**src/rtl/my_logic_unit_seq_pkg.sv**
```systemverilog
// Shared definitions for the sliced bitwise logic unit: function codes,
// FSM state encoding and the single-bit reference gate function.
package my_logic_unit_seq_pkg;

    typedef enum logic [2:0] {
        LOGIC_AND  = 3'b000,
        LOGIC_OR   = 3'b001,
        LOGIC_XOR  = 3'b010,
        LOGIC_NOR  = 3'b011,
        LOGIC_NAND = 3'b100,
        LOGIC_XNOR = 3'b101,
        LOGIC_PASS = 3'b110,
        LOGIC_NOT  = 3'b111
    } logic_op_t;

    typedef enum logic [1:0] {
        ST_IDLE = 2'd0,
        ST_RUN  = 2'd1,
        ST_DONE = 2'd2
    } state_t;

    // One bit of the selected logic function; PASS/NOT look at a only.
    function automatic logic logic_bit(input logic_op_t op, input logic a, input logic b);
        logic r;
        r = a & b;
        case (op)
            LOGIC_AND:  r = a & b;
            LOGIC_OR:   r = a | b;
            LOGIC_XOR:  r = a ^ b;
            LOGIC_NOR:  r = ~(a | b);
            LOGIC_NAND: r = ~(a & b);
            LOGIC_XNOR: r = ~(a ^ b);
            LOGIC_PASS: r = a;
            LOGIC_NOT:  r = ~a;
            default:    r = a & b;
        endcase
        return r;
    endfunction

endpackage

```
**src/rtl/my_logic_unit_seq_slice.sv**
```systemverilog
// Combinational W-bit logic slice: every bit applies the same function
// to the matching operand bits.
module my_logic_slice
    import my_logic_unit_seq_pkg::*;
#(
    parameter int unsigned W = 8
) (
    output logic [W-1:0] out,
    input  logic [W-1:0] in1,
    input  logic [W-1:0] in2,
    input  logic_op_t    op
);

    for (genvar i = 0; i < W; i++) begin : g_bit
        assign out[i] = logic_bit(op, in1[i], in2[i]);
    end

endmodule

```
**src/rtl/my_logic_unit_seq.sv**
```systemverilog
// Multi-cycle bitwise logic unit. Operands are captured on start and
// processed SLICE bits per cycle, LSB slice first; the full result is
// published on out/zero together with a one-cycle done pulse.
module my_logic_unit_seq
    import my_logic_unit_seq_pkg::*;
#(
    parameter int unsigned WIDTH = 32,
    parameter int unsigned SLICE = 8
) (
    input  logic             clk,
    input  logic             reset,
    input  logic             start,
    input  logic [2:0]       op,
    input  logic [WIDTH-1:0] in1,
    input  logic [WIDTH-1:0] in2,
    output logic             busy,
    output logic             done,
    output logic [WIDTH-1:0] out,
    output logic             zero
);

    localparam int unsigned N  = WIDTH / SLICE;
    localparam int unsigned CW = (N > 1) ? $clog2(N) : 1;

    if ((SLICE == 0) || ((WIDTH % SLICE) != 0)) begin : g_width_check
        $error("my_logic_unit_seq: WIDTH must be a nonzero multiple of SLICE");
    end

    state_t           state_q, state_d;
    logic [CW-1:0]    k_q, k_d;
    logic [WIDTH-1:0] a_q, a_d;
    logic [WIDTH-1:0] b_q, b_d;
    logic_op_t        op_q, op_d;
    logic [WIDTH-1:0] acc_q, acc_d;
    logic [WIDTH-1:0] out_q, out_d;
    logic             zero_q, zero_d;
    logic             busy_q, busy_d;
    logic             done_q, done_d;

    logic [SLICE-1:0] a_sl;
    logic [SLICE-1:0] b_sl;
    logic [SLICE-1:0] res_sl;
    logic [WIDTH-1:0] acc_ins;

    my_logic_slice #(
        .W (SLICE)
    ) u_slice (
        .out (res_sl),
        .in1 (a_sl),
        .in2 (b_sl),
        .op  (op_q)
    );

    // Select operand slice k and merge the computed slice into the accumulator.
    always_comb begin
        a_sl    = '0;
        b_sl    = '0;
        acc_ins = acc_q;
        for (int unsigned i = 0; i < N; i++) begin
            if (k_q == CW'(i)) begin
                a_sl = a_q[i*SLICE +: SLICE];
                b_sl = b_q[i*SLICE +: SLICE];
                acc_ins[i*SLICE +: SLICE] = res_sl;
            end
        end
    end

    // Next-state logic for the IDLE/RUN/DONE sequencer and datapath registers.
    always_comb begin
        state_d = state_q;
        k_d     = k_q;
        a_d     = a_q;
        b_d     = b_q;
        op_d    = op_q;
        acc_d   = acc_q;
        out_d   = out_q;
        zero_d  = zero_q;

        case (state_q)
            ST_IDLE, ST_DONE: begin
                if (start) begin
                    a_d     = in1;
                    b_d     = in2;
                    op_d    = logic_op_t'(op);
                    k_d     = '0;
                    acc_d   = '0;
                    state_d = ST_RUN;
                end else begin
                    state_d = ST_IDLE;
                end
            end
            ST_RUN: begin
                acc_d = acc_ins;
                k_d   = k_q + CW'(1);
                // Publish straight from the merged value so the last slice
                // lands on out in the same edge that enters DONE.
                if (k_q == CW'(N - 1)) begin
                    k_d     = '0;
                    out_d   = acc_ins;
                    zero_d  = (acc_ins == '0);
                    state_d = ST_DONE;
                end
            end
            default: state_d = ST_IDLE;
        endcase

        busy_d = (state_d == ST_RUN);
        done_d = (state_d == ST_DONE);
    end

    // State and output registers with synchronous reset.
    always_ff @(posedge clk) begin
        if (reset) begin
            state_q <= ST_IDLE;
            k_q     <= '0;
            a_q     <= '0;
            b_q     <= '0;
            op_q    <= LOGIC_AND;
            acc_q   <= '0;
            out_q   <= '0;
            zero_q  <= 1'b0;
            busy_q  <= 1'b0;
            done_q  <= 1'b0;
        end else begin
            state_q <= state_d;
            k_q     <= k_d;
            a_q     <= a_d;
            b_q     <= b_d;
            op_q    <= op_d;
            acc_q   <= acc_d;
            out_q   <= out_d;
            zero_q  <= zero_d;
            busy_q  <= busy_d;
            done_q  <= done_d;
        end
    end

    assign busy = busy_q;
    assign done = done_q;
    assign out  = out_q;
    assign zero = zero_q;

endmodule

```
**config.mk**
```make
export PLATFORM = sky130hd
export DESIGN_NAME = my_logic_unit_seq
export DESIGN_NICKNAME = d
export VERILOG_FILES = /design/src/rtl/my_logic_unit_seq_pkg.sv /design/src/rtl/my_logic_unit_seq_slice.sv /design/src/rtl/my_logic_unit_seq.sv
export SDC_FILE = /design/constraint.sdc
export NUM_CORES = 1
export LEC_CHECK = 0
export BUFFER_PORTS_ARGS = -buffer_cell sky130_fd_sc_hd__buf_4
export CELL_PAD_IN_SITES_DETAIL_PLACEMENT = 1
export CELL_PAD_IN_SITES_GLOBAL_PLACEMENT = 1
export CORE_MARGIN = 5
export CORE_UTILIZATION = 44
export DETAILED_ROUTE_END_ITERATION = 6
export HOLD_SLACK_MARGIN = 0.02
export PLACE_DENSITY_LB_ADDON = 0.2
export SYNTH_ARGS = -nofsm -noshare
export SYNTH_HDL_FRONTEND = slang
export SYNTH_SLANG_ARGS = --single-unit
```
**constraint.sdc**
```tcl
create_clock -name clk -period 5.22 [get_ports clk]
set_input_delay 0.261 -clock clk [delete_from_list [all_inputs] [get_ports clk]]
set_output_delay 0.261 -clock clk [all_outputs]
set_load 0.01 [all_outputs]
```
### Word level (Yosys, flattened, before mapping)

Index checks and enable logic that the tools add are counted.

| operators by class | value |
|---|---|
| shift-type cells | 0 |
| equal/unequal tests | 15 |
| $add $sub $neg | 1 |
| multiply operators | 0 |
| reductions and logical operators | 9 |
| $lt $le $gt $ge | 0 |
| bitwise logic cells | 56 |
| multiplexer cells | 28 |
| divide/modulo/power cells | 0 |

Operator list:

| operator | count |
|---|---|
| two-way mux 8 bit | 12 |
| case mux 1 bit (8 select lines) | 8 |
| case mux 32 bit (2 select lines) | 1 |
| logical NOT 32 bit | 1 |
| two-way mux 32 bit | 1 |
| NOT 1 bit | 32 |
| equality test 3 bit (second input constant) | 4 |
| bitwise AND 1 bit | 8 |
| equality test 2 bit (second input constant) | 4 |
| OR 1 bit | 8 |
| case mux 2 bit (2 select lines) | 2 |
| bitwise XOR 1 bit | 8 |
| equality test 2 x 1 -> 1 bit (second input constant) | 3 |
| equality test 3 x 2 -> 1 bit (second input constant) | 2 |
| two-way mux 2 bit | 3 |
| AND reduction 2 bit | 3 |
| logical NOT 2 bit | 2 |
| equality test 3 x 1 -> 1 bit (second input constant) | 1 |
| logical NOT 3 bit | 1 |
| adder 2 x 1 -> 2 bit (second input constant) | 1 |
| inequality test 2 bit (second input constant) | 1 |
| nonzero test 2 bit | 1 |
| OR reduction 2 bit | 1 |
| two-way mux 1 bit | 1 |

| word-level totals | value |
|---|---|
| memory bits (writable) | 0 |
| ROM bits | 0 |
| output and inout bits | 35 |
| memories kept | 0 |
| latch bits | 0 |
| bits in registers | 138 |

### Depth between registers and ports, before layout

Gate-level depths: netlist of the first run.

| logic depth | value |
|---|---|
| depth after elaboration | 10 |
| gate-level depth with buffers | 21 |
| mapped depth without buffers | 19 |

### Cells and area by module

A second synthesis of the first run with hierarchy kept.

| unflattened totals | value |
|---|---|
| cell total of the unflattened synthesis | 874 |
| area, all modules | 6615.1 um^2 |

By module, submodules not included:

| module | cells each | times used | area an instance (um^2) |
|---|---|---|---|
| my_logic_unit_seq | 751 | 1 | 5751.8 |
| my_logic_slice | 123 | 1 | 863.3 |

### Worst setup path after synthesis of the first run

Ideal clock, no wire load.

| timing | value |
|---|---|
| kind | reg-to-reg |
| start | reg k_q[0] |
| end | reg zero_q (netlist: zero) |
| period minus slack after synthesis | 3.193 ns |
| path buffers | 4 |
| cell stages (with the launch flop) | 16 |
| setup slack | 2.027 ns |
| required time | 5.151 ns |
| arrival | 3.124 ns |
| cells stage by stage | dfxtp_1 -> ha_1 -> buf_4 -> buf_2 -> clkbuf_1 -> buf_1 -> nor2_1 -> a21o_1 -> ha_1 -> mux2i_1 -> o221ai_1 -> nor2_4 -> a41oi_1 -> a2111oi_2 -> o21ai_1 -> o21ai_1 |

| between the ends | value |
|---|---|
| cells in the longest elaborated chain, start to end | 10 |

Ends and longest elaborated chain:

| item | RTL line | text |
|---|---|---|
| start, declared | my_logic_unit_seq.sv:30 | `logic [CW-1:0] k_q, k_d;` |
| start signal, assigned | my_logic_unit_seq.sv:126 | `k_q <= k_d;` |
| logical NOT 2 bit | my_logic_unit_seq.sv:60 | `if (k_q == CW'(i)) begin` |
| two-way mux 8 bit (4 in series) | my_logic_unit_seq.sv:60 |  |
| bitwise XOR 1 bit (tied with other cells) | my_logic_unit_seq_pkg.sv:29, my_logic_unit_seq_pkg.sv:32 |  |
| NOT 1 bit (on tied branches) | my_logic_unit_seq_pkg.sv:32, my_logic_unit_seq_pkg.sv:30, my_logic_unit_seq_pkg.sv:31 |  |
| case mux 1 bit (8 select lines) | my_logic_unit_seq_pkg.sv:26 | `case (op)` |
| two-way mux 8 bit | my_logic_unit_seq.sv:60 |  |
| logical NOT 32 bit | my_logic_unit_seq.sv:100 | `zero_d = (acc_ins == '0);` |
| end signal, assigned | my_logic_unit_seq.sv:132 | `zero_q <= zero_d;` |
| end, declared | my_logic_unit_seq.sv:36 | `logic zero_q, zero_d;` |

Several ways; a longest one is shown, not always the timed one.
A chain may end at the register's enable or synchronous reset.

### Final worst setup path of the first run

Same ends and word-level chain as after synthesis.

==> results_dict.tcl, run 1 <==
set metrics [dict create \
    vias 6157 \
    drt_iter0_drc 524 \
    rsz0062_at_grt "false" \
    dr.pass1.iters 5 \
    yosys-top-cells-area "dfxtp_1, a21oi_1, nand2_1, nor2_1, ha_1" \
    cts.path.max_buffers 2 \
    finalHoldViolations 0 \
    multi_input_area_um2 3440 \
    die_w_um 131 \
    worst_pin_slew_ns 1.18 \
    start_kind "flop" \
    maxSlewViolCount 0 \
    gr-total-overflow 0 \
    crit_required_ns 5.58 \
    r2r-end "zero" \
    netlist_area_um2 6480 \
    fin_cells 1102 \
    clkLatencyLatePin_ns 0.43 \
    drive_above_1_share_pct 18.3 \
    ys_warn_count 0 \
    synth.distinct_cells 39 \
    fp.dieH_um 131 \
    fillers 1765 \
    cp-end-kind "flop" \
    skew_ns 0.0103 \
    reg2reg_slack_ns 1.05 \
    grt_pass1_wl_um 33100 \
    syn_inst 844 \
    n_antenna_cell 0 \
    cap_violations 0 \
    start_util_pct 44.7 \
    design_power_total_mw 2.59 \
    ff2ff_path_depth 19 \
    htreeDepth 4 \
    gp_congestion 0.893 \
    rows 44 \
    min_period_over_period_pct 79.9 \
    io_buffers 104 \
    hold_buffers 0 \
    min_to "a_q[28]" \
    grt_antenna_before_repair 0 \
    cts_root_buf "clkbuf_16" \
    finalCriticalPeriod_ns 4.17 \
    whs_path_depth 3 \
    dpl_cell_area_um2 7260 \
    grt_max_degree 74 \
    die_area_um2 17200 \
    postRouteAntennaNets 0 \
    leakagePower_nw 3.15 \
    post_cts_resized 0 \
    grt_pass1_vias 6363 \
    final_util_pct 54.0 \
    wl_per_cell_um 18.3 \
    drc_errors 0 \
    syn_nets 934 \
    ys_seq_area_share_pct 41.1 \
    ys_seq_elements 133 \
    area_growth_pct 20.6 \
    slew_headroom_pct 21.3 \
    synth_top_area_cell "dfxtp_1" \
    run_status "completed" \
    fmax_mhz 240 \
    r2r-start "k_q[0]" \
    drt-total-wl_um 20200 \
    path_clk_slew_ns 0.06 \
    cts_setup_buffers 0 \
    critPathArrivalTime_ns 4.53 \
    hold_path_class "in2reg" \
    place_inst 1070 \
    nets 995 \
    globalRouteTotalUtil_pct 23.2 \
    ir_worst_vdd_mv 0.252 \
    avgViaCountPerCell 5.59 \
    crit_type "reg2reg" \
    dpl.hpwl_um 14000 \
    fp.coreArea_um2 14500 \
    finalSetupTns_ns 0 \
    cts_sinks 133 \
    cts_tree "built" \
    cts_buffers 17 \
    powerDensity_nw_per_um2 331 \
    syn-mean-instance-area_um2 7.67 \
    hold_start "in1[28]" \
    cp_max_fo 21 \
    synth.top_cell.area_share_pct 41.1 \
    final-seq-area_um2 2660 \
    setup_violations 0 \
    final_cell_area_um2 7810 \
    num_io_pins 105 \
]
-- where the power goes --
group / switching [mW] / leakage, nW / internal [mW]
Combinational: 0.232 / 1.80 / 0.140
Clock: 0.464 / 0.269 / 0.663
Sequential: 0.0338 / 1.08 / 1.05
Total: 0.731 / 3.15 / 1.86
-- cell usage after synthesis, drive strengths merged --
master,number
a2111oi,1
a211oi,29
a21o,8
a21oi,133
a221oi,6
a222oi,1
a22oi,20
a31oi,3
a41oi,2
buf,25
clkbuf,44
dfxtp,133
ha,20
inv,26
mux2i,24
nand2,165
nand2b,3
nand3,4
nand3b,10
nand4,3
nor2,133
nor2b,6
nor3,5
nor3b,8
nor4,3
o21ai,11
o221ai,9
or2,1
xor2,8
-- metal layers --
layer  up-vias  GRT usage (%)  part of all wire (%)
met1      2972           30.0                    45
met3        29           5.08                   5.2
met5         -              0                     0
met4         0           6.86                   1.6
li1       2983              -                     -
met2       173           38.9                    49
-- cells by family after synthesis --
family,share of synthesized area [%]
AND/OR/NAND/NOR,22.7
XOR/XNOR,1.08
flip-flops,41.1
multiplexers,3.71
buffers and inverters,6.09
AO/OA/AOI/OAI,21.4
adder cells (fa/ha/maj),3.86
-- cell type report --
type	instances	share of cell area, %
well taps	184	2.95
clock inverters	13	1.39
repair buffers	111	10.7
multi-input cells	616	44.0
clock buffers	19	5.67
flip-flops and latches	133	34.1
inverters	26	1.25
-- how the worst max path moves through the flow --
| stage | end | cells after the start | slack [ns] | from |
|---|---|---|---|---|
| finish | zero | 19 | 1.05 | k_q[0] |
| global route | zero | 19 | 0.74 | k_q[0] |
| CTS | zero | 19 | 1.06 | k_q[0] |
| detailed placement | zero | 13 | 1.23 | k_q[0] |
| global placement | zero | 19 | 1.41 | k_q[0] |
| floorplan | zero | 15 | 2.03 | k_q[0] |
-- through the flow --
stage | hold slack, ns | setup WS, ns
after detailed placement | 0.450 | 1.23
final | 0.0780 | 1.05
after global routing | 0.0806 | 0.737
after global placement | 0.446 | 1.41
after CTS | 0.0720 | 1.06
after floorplan | 0.345 | 2.03
-- state kept, by name, indices dropped and copies added, names as in the netlist --
| signal | cells |
|---|---|
| a_q | 32 |
| b_q | 32 |
| out | 32 |
| acc_q | 27 |
| op_q | 3 |
| k_q | 2 |
| state_q | 2 |
| busy | 1 |
| done | 1 |
| zero | 1 |
-- cell usage in the layout (no fill, tap or decap), types with 3 or more instances in the layout --
cell | Yosys | routed
dfxtp_1 | 133 | 133
a221oi_2 | 5 | 5
nor3_1 | 5 | 5
o221ai_1 | 9 | 9
nor3b_1 | 8 | 8
mux2i_1 | 24 | 24
o21ai_1 | 6 | 6
nor4_1 | 3 | 3
a22oi_1 | 20 | 20
nand3b_1 | 8 | 8
o21ai_0 | 5 | 5
nand3_1 | 4 | 4
nor2_2 | 3 | 3
a21o_1 | 8 | 8
inv_1 | 26 | 26
a211oi_1 | 26 | 26
ha_1 | 20 | 18
a31oi_1 | 3 | 3
xor2_1 | 8 | 8
nor2_1 | 125 | 125
clkinvlp_4 | 0 | 3
nand2_1 | 164 | 163
a21oi_1 | 133 | 133
a211oi_2 | 3 | 3
nor2b_1 | 6 | 5
nor2_4 | 5 | 5
clkbuf_16 | 0 | 17
buf_4 | 1 | 111
nand4_1 | 3 | 3
clkinv_2 | 0 | 6
-- critical path: stages (launching register included) --
cell and delay (ns):
dfxtp_1 0.35, inv_1 0.09, ha_1 0.86, nand2_1 0.16
nor2_1 0.18, a21oi_1 0.08, nor2_1 0.18, a21oi_1 0.07
nor2_1 0.11, a21o_1 0.16, inv_1 0.06, ha_1 0.30
mux2i_1 0.08, nand2_1 0.10, o221ai_1 0.15, nor2_2 0.37
a21oi_1 0.22, a2111oi_2 0.32, o21ai_1 0.12, o21ai_1 0.13
No activity file was read; power rests on OpenSTA's default activity.
==> inputs of run 2 (changes only) <==
- CORE_UTILIZATION: 44 -> 41
- clock period: 5.22 -> 3.9 ns (I/O delays scaled with it)
==> run 2 against run 1 <==
Maximum frequency rose by 15%. Cell count rose by 5.7%. Clock power rose by 72%. Sequential share of layout area fell by 2.0 points. Hold slack got worse by 0.061 ns. Routed wire length rose by 1.7%. Total power rose by 52%. Global-route usage fell by 0.42 points. Critical endpoint unchanged. Highest routed layer unchanged. Largest power group unchanged. Combinational power rose by 43%.
==> results_dict.tcl, run 2 (synthesis gave the netlist of run 1 again) <==
set metrics [dict create \
    run_status "completed" \
    clkLatencyLatePin_ns 0.43 \
    crit_required_ns 4.25 \
    cts_tree "built" \
    cp_max_fo 10 \
    cts.path.max_buffers 2 \
    dr.pass1.iters 4 \
    drive_above_1_share_pct 19.3 \
    crit_cells 16 \
    whs_path_depth 3 \
    min_period_over_period_pct 93.0 \
    grt_pass1_vias 6425 \
    p_seq_share_pct 37.0 \
    switching_share_pct 25.1 \
    intPower_mw 2.94 \
    area_growth_pct 28.2 \
    grt_antenna_before_repair 0 \
    finalCriticalPeriod_ns 3.63 \
    dpl.hpwl_um 14500 \
    fp.coreArea_um2 15700 \
    crit_buf_inv 4 \
    cpPeakStageDelay_ns 0.43 \
    pwr-share-comb_pct 13.5 \
    fmax_mhz 276 \
    leakagePower_nw 3.37 \
    num_io_pins 105 \
    htreeDepth 4 \
    cts_root_buf "clkbuf_16" \
    powerDensity_nw_per_um2 473 \
    drt-total-wl_um 20600 \
    gr-total-overflow 0 \
    cp_slowest_cell "ha_1" \
    cp-startpoint "k_q[0]" \
    crit_chain "inv_1 > ha_1 > buf_4 > nand3b_1 > a221oi_2 > inv_1 > ha_1 > mux2i_1 > nand2_1 > o221ai_1 > nor2_2 > buf_4 > a31oi_1 > a221oi_1 > nand4_1 > o21ai_1" \
    drc_errors 0 \
    setup_violations 0 \
    start_kind "flop" \
    ir_worst_vdd_mv 0.312 \
    worst_pin_slew_ns 0.933 \
    p_clk_share_pct 49.5 \
    cp-end-kind "flop" \
    n_antenna_cell 0 \
    vias 6208 \
    nets 1026 \
    grt_pass1_wl_um 33200 \
    fp.dieH_um 136 \
    final_common_cell "nand2_1" \
    holdWs_ns 0.0171 \
    layout_common_cells "nand2_1, a21oi_1, dfxtp_1" \
    wl_per_cell_um 17.6 \
    maxSlewViolCount 0 \
    cts_sinks 133 \
    drt_iter0_drc 405 \
    ff2ff_path_depth 16 \
    slew_headroom_pct 37.8 \
    die_area_um2 18400 \
    fillers 1938 \
    hold_path_class "in2reg" \
    power.switching_mw 0.986 \
    reg2reg_slack_ns 0.27 \
    gp_congestion 0.870 \
    finalHoldViolations 0 \
    critPathArrivalTime_ns 3.98 \
    final-seq-area_um2 2660 \
    crit_end "zero" \
    rows 46 \
    rsz0062_at_grt "false" \
    finalSetupTns_ns 0 \
    globalRouteTotalUtil_pct 22.8 \
    die_w_um 136 \
    multi_input_area_um2 3450 \
    cts_buffers 17 \
    avgViaCountPerCell 5.33 \
    r2r-end "zero" \
    grt_max_degree 85 \
    r2r-start "k_q[0]" \
    postRouteAntennaNets 0 \
    start_util_pct 41.2 \
    cap_violations 0 \
    path_clk_slew_ns 0.06 \
    path_delay_family "compound AO/OA/AOI/OAI gates" \
    crit_type "reg2reg" \
    skew_ns 0.0131 \
    io_buffers 104 \
]
-- run 2: cell types whose count changed in the layout (fill, tap and decap cells not counted), sizes merged --
cell / before / now
dlygate4sd3: 0 / 18
clkinv: 8 / 4
clkbuf: 19 / 20
buf: 111 / 124
bufinv: 1 / 7
clkinvlp: 3 / 0
-- run 2: through the flow --
step / cells / instance area, um^2 / setup slack, ns / utilization (%) / power [mW]
after floorplan: 844 / 6480 / 0.707 / - / 1.81
after global placement: 1115 / 7400 / 0.431 / 47.1 / 1.97
after detailed placement: 1115 / 7400 / 0.244 / 47.1 / 1.99
after CTS: 1164 / 8280 / 0.206 / 52.7 / 3.94
after global routing: 1165 / 8300 / 0.00211 / 52.9 / 4.06
final: 1165 / 8300 / 0.271 / 52.9 / 3.92
-- run 2: final cells by class --
class	instances	share of cell area, %
Clock inverter	12	2.97
Inverter	26	1.18
Multi-Input combinational cell	616	41.5
Clock buffer	20	5.62
Tap cell	216	3.25
Timing Repair Buffer	142	13.4
Sequential cell	133	32.1
-- run 2: metal layers --
layer / GRT usage, % / routed length [um]
met1: 28.2 / 9110
met2: 40.5 / 10400
met3: 4.05 / 734
met4: 6.33 / 314
met5: 0 / 0
-- run 2: worst min path at each step --
stage | start | to | slack [ns]
after global routing | op[1] | op_q[1] | 0.02
after CTS | op[0] | op_q[0] | 0.02
after global placement | in2[21] | b_q[21] | 0.44
final | in2[11] | b_q[11] | 0.02
after detailed placement | b_q[16] | b_q[16] | 0.45
after floorplan | reset | state_q[1] | 0.28
-- run 2: worst min-delay path, delay by kind of cell --
kind / cells / cell delay [ns]
AND/OR/NAND/NOR: 1 / 0.05
AO/OA/AOI/OAI: 1 / 0.05
buffers and inverters: 1 / 0.11
-- run 2: what timing repair did --
| action | 4_1_cts | 5_1_grt |
|---|---|---|
| gates resized for setup | 0 | 2 |
| hold buffers | 17 | 1 |
| endpoints found under the setup margin | 0 | 3 |
| buffers inserted | 0 | 0 |
| endpoints found under the hold margin | 17 | 1 |
-- run 2: power by group through the flow --
stage               clock network (mW)  registers, mW  logic [mW]
finish                            1.94           1.45       0.531
global route                      2.02           1.46       0.590
CTS                               1.95           1.45       0.531
detailed placement                   0           1.48       0.513
global placement                     0           1.48       0.495
floorplan                            0           1.46       0.347
